===== src/rtl/muldiv_seq.sv =====
// rtl/muldiv_seq.sv - multi-cycle RV32M multiply/divide sequencer
// Shift-add multiply and restoring divide on magnitudes, sign fix-up applied afterwards.
module muldiv_seq #(
  parameter int XLEN = 32
) (
  input  logic            iClk,
  input  logic            iRst,
  input  logic            iValid,
  input  logic [2:0]      iFunct3,
  input  logic [XLEN-1:0] iOperandA,
  input  logic [XLEN-1:0] iOperandB,
  input  logic            iFlush,
  output logic            oBusy,
  output logic            oValid,
  output logic [XLEN-1:0] oResult
);

  localparam int CW = $clog2(XLEN);
  localparam logic [XLEN-1:0] MIN_INT = {1'b1, {(XLEN-1){1'b0}}};

  typedef enum logic [1:0] {IDLE, CALC, FIX, DONE} state_e;

  state_e            state_q, state_d;
  logic [CW-1:0]     cnt_q, cnt_d;
  logic [2:0]        op_q, op_d;
  logic              sign_q, sign_d;
  logic [XLEN-1:0]   opnd_q, opnd_d;
  logic [XLEN-1:0]   result_q, result_d;
  logic [2*XLEN-1:0] acc_q, acc_d;

  logic              a_sgn, b_sgn, is_div, div_zero, div_ovf;
  logic [XLEN-1:0]   a_mag, b_mag;
  logic [XLEN:0]     mul_sum, div_trial, div_diff;
  logic [XLEN-1:0]   div_rem;
  logic [2*XLEN-1:0] prod_fix;
  logic [XLEN-1:0]   quo_fix, rem_fix;

  assign a_sgn    = iOperandA[XLEN-1] & (iFunct3 inside {3'b000, 3'b001, 3'b010, 3'b100, 3'b110});
  assign b_sgn    = iOperandB[XLEN-1] & (iFunct3 inside {3'b000, 3'b001, 3'b100, 3'b110});
  assign a_mag    = a_sgn ? -iOperandA : iOperandA;
  assign b_mag    = b_sgn ? -iOperandB : iOperandB;
  assign is_div   = iFunct3[2];
  assign div_zero = is_div && (iOperandB == '0);
  assign div_ovf  = is_div && !iFunct3[0] && (iOperandA == MIN_INT) && (iOperandB == '1);

  // Multiply: accumulate into the high half, multiplier shifts out of the low half.
  assign mul_sum   = {1'b0, acc_q[2*XLEN-1:XLEN]} + (acc_q[0] ? {1'b0, opnd_q} : '0);
  // Divide: partial remainder in the high half, dividend shifts in / quotient shifts into the low half.
  assign div_trial = {acc_q[2*XLEN-1:XLEN], acc_q[XLEN-1]};
  assign div_diff  = div_trial - {1'b0, opnd_q};
  assign div_rem   = div_diff[XLEN] ? div_trial[XLEN-1:0] : div_diff[XLEN-1:0];

  assign prod_fix = sign_q ? -acc_q : acc_q;
  assign quo_fix  = sign_q ? -acc_q[XLEN-1:0] : acc_q[XLEN-1:0];
  assign rem_fix  = sign_q ? -acc_q[2*XLEN-1:XLEN] : acc_q[2*XLEN-1:XLEN];

  always_comb begin
    state_d  = state_q;
    cnt_d    = cnt_q;
    op_d     = op_q;
    sign_d   = sign_q;
    opnd_d   = opnd_q;
    acc_d    = acc_q;
    result_d = result_q;
    case (state_q)
      IDLE: begin
        if (iValid) begin
          op_d  = iFunct3;
          cnt_d = '0;
          if (div_zero) begin
            result_d = iFunct3[1] ? iOperandA : '1;
            state_d  = DONE;
          end else if (div_ovf) begin
            result_d = iFunct3[1] ? '0 : MIN_INT;
            state_d  = DONE;
          end else begin
            opnd_d = is_div ? b_mag : a_mag;
            acc_d  = {{XLEN{1'b0}}, (is_div ? a_mag : b_mag)};
            sign_d = (is_div && iFunct3[1]) || (iFunct3 == 3'b010) ? a_sgn : (a_sgn ^ b_sgn);
            state_d = CALC;
          end
        end
      end
      CALC: begin
        if (op_q[2]) acc_d = {div_rem, acc_q[XLEN-2:0], ~div_diff[XLEN]};
        else         acc_d = {mul_sum, acc_q[XLEN-1:1]};
        if (cnt_q == CW'(XLEN-1)) begin
          cnt_d   = '0;
          state_d = FIX;
        end else begin
          cnt_d = cnt_q + 1'b1;
        end
      end
      FIX: begin
        case (op_q)
          3'b000:                 result_d = prod_fix[XLEN-1:0];
          3'b001, 3'b010, 3'b011: result_d = prod_fix[2*XLEN-1:XLEN];
          3'b100, 3'b101:         result_d = quo_fix;
          default:                result_d = rem_fix;
        endcase
        state_d = DONE;
      end
      default: state_d = IDLE;
    endcase
    // Flush drops any request and leaves the visible result untouched.
    if (iFlush) begin
      state_d  = IDLE;
      cnt_d    = '0;
      result_d = result_q;
    end
  end

  always_ff @(posedge iClk) begin
    if (iRst) begin
      state_q  <= IDLE;
      cnt_q    <= '0;
      op_q     <= '0;
      sign_q   <= 1'b0;
      opnd_q   <= '0;
      acc_q    <= '0;
      result_q <= '0;
    end else begin
      state_q  <= state_d;
      cnt_q    <= cnt_d;
      op_q     <= op_d;
      sign_q   <= sign_d;
      opnd_q   <= opnd_d;
      acc_q    <= acc_d;
      result_q <= result_d;
    end
  end

  assign oBusy   = (state_q != IDLE);
  assign oValid  = (state_q == DONE);
  assign oResult = result_q;

endmodule


===== config.mk =====
export PLATFORM = sky130hd
export DESIGN_NAME = muldiv_seq
export DESIGN_NICKNAME = d
export VERILOG_FILES = /design/src/rtl/muldiv_seq.sv
export SDC_FILE = /design/constraint.sdc
export NUM_CORES = 1
export LEC_CHECK = 0
export CAP_MARGIN = 30
export CORE_ASPECT_RATIO = 0.8
export CORE_UTILIZATION = 40
export CTS_CLUSTER_DIAMETER = 30
export DETAILED_ROUTE_END_ITERATION = 16
export SETUP_SLACK_MARGIN = 0.2
export SYNTH_ARGS = -nofsm -noshare
export SYNTH_HDL_FRONTEND = slang
export SYNTH_SLANG_ARGS = --single-unit

===== constraint.sdc =====
create_clock -name iClk -period 3.7 [get_ports iClk]
set_input_delay 0.925 -clock iClk [delete_from_list [all_inputs] [get_ports iClk]]
set_output_delay 0.925 -clock iClk [all_outputs]
set_load 0.01 [all_outputs]

Word level (Yosys, flattened, before mapping)
Cells that the tools add are included.
Widths: inputs -> output; s select.
{"block": "op_classes", "n_eq_ne": 20, "n_mux": 30, "reduce_logical": 25, "bitwise": 7, "addsub": 8}
{"operator": "$mux 32", "n": 13}
{"operator": "$mux 64", "n": 5}
{"operator": "$neg 32->32", "n": 4}
{"operator": "$pmux 64 s2", "n": 1}
{"operator": "$pmux 32 s3", "n": 1}
{"operator": "$eq 32x32->1 const B", "n": 2}
{"operator": "$neg 64->64", "n": 1}
{"operator": "$pmux 32 s2", "n": 1}
{"operator": "$add 32x32->33", "n": 1}
{"operator": "$sub 33x32->33", "n": 1}
{"operator": "$logic_not 32->1", "n": 1}
{"operator": "$eq 3x3->1 const B", "n": 4}
{"operator": "$reduce_and 4->1", "n": 3}
{"operator": "$mux 5", "n": 2}
{"operator": "$pmux 5 s2", "n": 1}
{"operator": "$eq 3x2->1 const B", "n": 3}
{"operator": "$mux 2", "n": 4}
{"operator": "$ne 2x2->1 const B", "n": 4}
{"operator": "$eq 3x1->1 const B", "n": 2}
{"operator": "$logic_not 3->1", "n": 2}
{"operator": "$pmux 2 s3", "n": 1}
{"operator": "$reduce_and 2->1", "n": 3}
{"operator": "$reduce_bool 2->1", "n": 3}
{"operator": "$add 5x1->5 const B", "n": 1}
{"operator": "16 further kinds", "n": 26}
{"block": "word_totals", "input_bits": 71, "out_inout_bits": 34, "register_bits": 139}

Depth between registers and ports, before layout
{"block": "depth", "depth_word": 9, "ltp_mapped": 14}

Worst setup path before layout
OpenSTA, ideal clock, no wires.
{"block": "synth_timing", "path_type": "input to register", "from": "in iOperandB[25]", "to": "reg result_q[16], in the netlist oResult[16]", "stages": 9, "slack_ns": 0.378, "arrival_time_ns": 3.191, "path_cell_list": "or3_1 -> or3_1 -> or4_1 -> o22ai_2 -> nand3_2 -> a21o_1 -> clkbuf_1 -> a211oi_1 -> nor3_1"}
{"block": "synth_between", "elab_chain_cells": 5, "elab_cells_between_ends": 9, "cone_classes": "eq/ne (2); mux (3); reduce/logical (4)"}
{"element": "from (decl)", "line": "11", "source": "input logic [XLEN-1:0] iOperandB,"}
{"element": "$logic_not 32->1", "line": "43", "source": "assign div_zero = is_div && (iOperandB == '0);"}
{"element": "$logic_and 1x1->1", "line": "43"}
{"element": "$mux 32", "line": "70", "source": "if (div_zero) begin"}
{"element": "$mux 32", "line": "67", "source": "if (iValid) begin"}
{"element": "$pmux 32 s2", "line": "65", "source": "case (state_q)"}
{"element": "to (signal assigned)", "line": "129", "source": "result_q <= result_d;"}
{"element": "to (decl)", "line": "28", "source": "logic [XLEN-1:0] result_q, result_d;"}
Several ways; a longest one is shown, not always the timed one. The select of a mux whose other input is x is not followed.
A chain may end at the register's enable or synchronous reset.

Worst setup path in the final report
{"block": "layout_timing", "from": "in iOperandA[6]", "to": "reg result_q[26], in the netlist oResult[26]"}
{"block": "layout_between", "elab_chain_cells": 5}
{"element": "from (decl)", "line": "10", "source": "input logic [XLEN-1:0] iOperandA,"}
{"element": "$eq 32x32->1", "line": "44", "source": "assign div_ovf = is_div && !iFunct3[0] && (iOperandA == MIN_INT) && (iOperandB == '1);"}
{"element": "$logic_and 1x1->1 (2 in series)", "line": "44"}
{"element": "$ne 3x3->1 (no source line)"}
{"element": "$reduce_and 4->1 (no source line)"}
No other way between the ends.

==> qor.csv <==
metric;value;unit
Leak;7.25;nW
Diodes inserted;0;
Max rail drop VDD;0.000262;V
routed len/inst;22.7;um
clk buf depth;2;
final worst path period share;93.5;%
Placed Instance Area;0.0174;mm2
synth warn;0;
CTS tree;built;
R2R setup slack;0.25;ns
share of cells above drive strength 1;15.3;%
Fillers;3594;
Post-Syn Area;0.0146;mm2
Sink Count;139;
top_reg_cell synth;dfxtp_1;
die width;215;um
Final Hold Viols;0;
PwrDens;286;mW/mm2
DR pass1 iterations;10;
CP startpoint kind;primary input;
Req. time, crit path;4.04;ns
initial core utilization;40.6;%
post-synthesis register bit count;139;
Post-DRT Antenna Nets;0;
Tot GR Track Use;32.6;%
DP HPWL;49.8;mm
first-pass GRT wire length;93.9;mm
Nets;2411;
synthesized area per cell;7.06;um2
antenna violations before repair;1;
timing-limited maximum frequency;289;MHz
Final Cell Area;0.0182;mm2
final setup margin;0.242;ns
First DRT Iteration DRCs;2380;
num rows;62;
Via density;6.22;
I/O Buffers;104;
final hold slack;0.454;ns
Netlist cell types;83;
core area;0.0358;mm2
pins over their slew limit;0;
Final GP Congestion;1.04;
Post-CTS Hold Buffers;0;
H-tree depth;4;
max cap viols;0;
total gr overflow;0;
Inserted Clock Buffers;17;
Die H;173;um
Remaining DRCs;0;
cell count after synthesis;2062;
Slew Limit Headroom;39.5;%
FFs w/ async S/R, synth;0;%
vias in the first global route;15411;
worst-path fanout max;45;
RSZ-0062 raised after global routing;true;
worst path arrival time;3.80;ns
sequential-to-total area share from yosys stat;19.1;%
via count;17132;
Total Routed Length;62.6;mm
clock latency on the worst-skew pair;0.47;ns
P&R area growth vs syn;25.3;%
Post-synth EDFFs;0;
status;finished clean;
Setup CP Type;in2reg;
Mapped Nets;2211;
Final setup viols;0;
total die area;0.0372;mm2
largest net degree at the start of global routing;54;
fin crit period;3.46;ns
worst slack, placed;-0.369;ns
I/O pin cnt;105;
Hold Path Class;reg2reg;
kind of end point of the critical path;flop;
clock-pin slew of the registers on the worst-case setup and hold paths;0.06;ns
root buf cell;clkbuf_16;
clock skew;0.0135;ns
worst slew pin tran;0.906;ns
-- power by group --
part           total (W)  switching, W  leakage (nW)  internal [W]
logic            0.00175       0.00106          5.86      0.000698
registers        0.00170      0.000125          1.14       0.00158
clock network    0.00176      0.000821         0.261      0.000943
-- cell usage after synthesis, drive strengths merged (8+ instances only) --
library cell / count / area share (%)
a21o: 25 / 1.3
or4: 23 / 1.2
and2: 13 / 0.56
mux2i: 41 / 2.8
nor2: 240 / 6.3
nand4: 26 / 1.1
mux2: 21 / 1.6
o21a: 18 / 0.93
or3: 26 / 1.1
o22ai: 15 / 0.69
a21oi: 181 / 6.3
or2: 9 / 0.39
a211oi: 55 / 2.8
xnor2: 84 / 5.1
o21bai: 9 / 0.46
and3: 11 / 0.47
inv: 69 / 1.8
nor2b: 10 / 0.43
nand3: 42 / 1.5
ha: 76 / 6.5
clkbuf: 116 / 3.0
o31a: 8 / 0.48
nand2b: 20 / 0.86
a311oi: 20 / 1.2
xor2: 85 / 5.1
buf: 27 / 1.0
dfxtp: 139 / 19
nor3: 63 / 2.3
nor4: 17 / 0.95
o41ai: 16 / 1.1
a22oi: 14 / 0.72
nand2: 214 / 5.5
o21ai: 141 / 4.9
o211ai: 53 / 2.7
a31oi: 20 / 0.86
o31ai: 41 / 2.1
-- cells by family (layout without fill, tap and decap cells) --
kind of cell	after synthesis	after routing	synth area share, %
buf+inv	213	425	5.80
fa+ha+maj	78	78	6.81
compound gates	670	671	30.0
xor+xnor	169	169	10.2
mux	62	62	4.45
simple gates	731	731	23.7
flops	139	139	19.1
-- cells in the final DEF (no fill, tap or decap), drive strengths merged, types with 53 or more instances in the layout --
| master | n |
|---|---|
| nand2 | 214 |
| inv | 76 |
| dfxtp | 139 |
| nor2 | 240 |
| o21ai | 141 |
| buf | 221 |
| xnor2 | 84 |
| o211ai | 53 |
| a21oi | 181 |
| nor3 | 63 |
| xor2 | 85 |
| ha | 76 |
| a211oi | 55 |
| clkdlybuf4s50 | 102 |
-- routing by layer --
layer,track usage [%],share of wire (%)
met5,0,0.022
met4,8.39,1.8
met3,7.97,11
met2,45.6,41
met1,49.1,46
-- worst max-delay path, stage by stage --
cell             delay [ns]
clkdlybuf4s50_1        0.42
or4_1                  0.56
buf_4                  0.17
nor4_4                 0.14
buf_4                  0.20
nand4_1                0.22
o22ai_2                0.22
nand3_2                0.15
a21oi_4                0.20
buf_12                 0.24
nand4_1                0.16
o21ai_0                0.11
nor2_1                 0.05
-- flip-flops by register name, indices dropped and copies added (netlist names) --
signal   count
op_q         3
acc_q       64
oResult     32
state_q      2
sign_q       1
opnd_q      32
cnt_q        5
-- repair_timing --
action	4_1_cts	5_1_grt
setup buffers	1	3
endpoints found under the setup margin	13	59
gates resized for setup	7	39
cloned	0	1
pin swaps	2	8
-- area by class of cell --
| type | instances | area [um2] | share of cell area [%] |
|---|---|---|---|
| Multi-Input combinational cell | 1711 | 11200 | 61.4 |
| Timing Repair Buffer | 323 | 2820 | 15.5 |
| Sequential cell | 139 | 2790 | 15.3 |
| Tap cell | 480 | 601 | 3.29 |
| Inverter | 70 | 263 | 1.44 |
| Clock inverter | 13 | 134 | 0.734 |
| Clock buffer | 19 | 433 | 2.37 |
-- through the flow --
step                utilization [%]  TNS (ns)  instances  total power (W)
finish                         50.9         0       2755          0.00522
global route                   50.9         0       2755          0.00541
CTS                            50.3         0       2751          0.00514
detailed placement             48.5    -23.57       2718          0.00340
global placement               48.5    -12.08       2718          0.00339
floorplan                         -         0       2062          0.00272
-- worst paths after layout --
kind | start | end | cells after the start
worst min register to register | opnd_q[7]$_SDFFE_PP0P_ | opnd_q[7]$_SDFFE_PP0P_ | 2
worst max-delay path | iOperandA[6] | oResult[26]$_SDFFE_PP0P_ | 13
worst min-delay path | opnd_q[7]$_SDFFE_PP0P_ | opnd_q[7]$_SDFFE_PP0P_ | 2
worst max register to register | acc_q[31]$_SDFFE_PP0P_ | acc_q[40]$_SDFFE_PP0P_ | 14
Power figures use the tool's default switching activity.
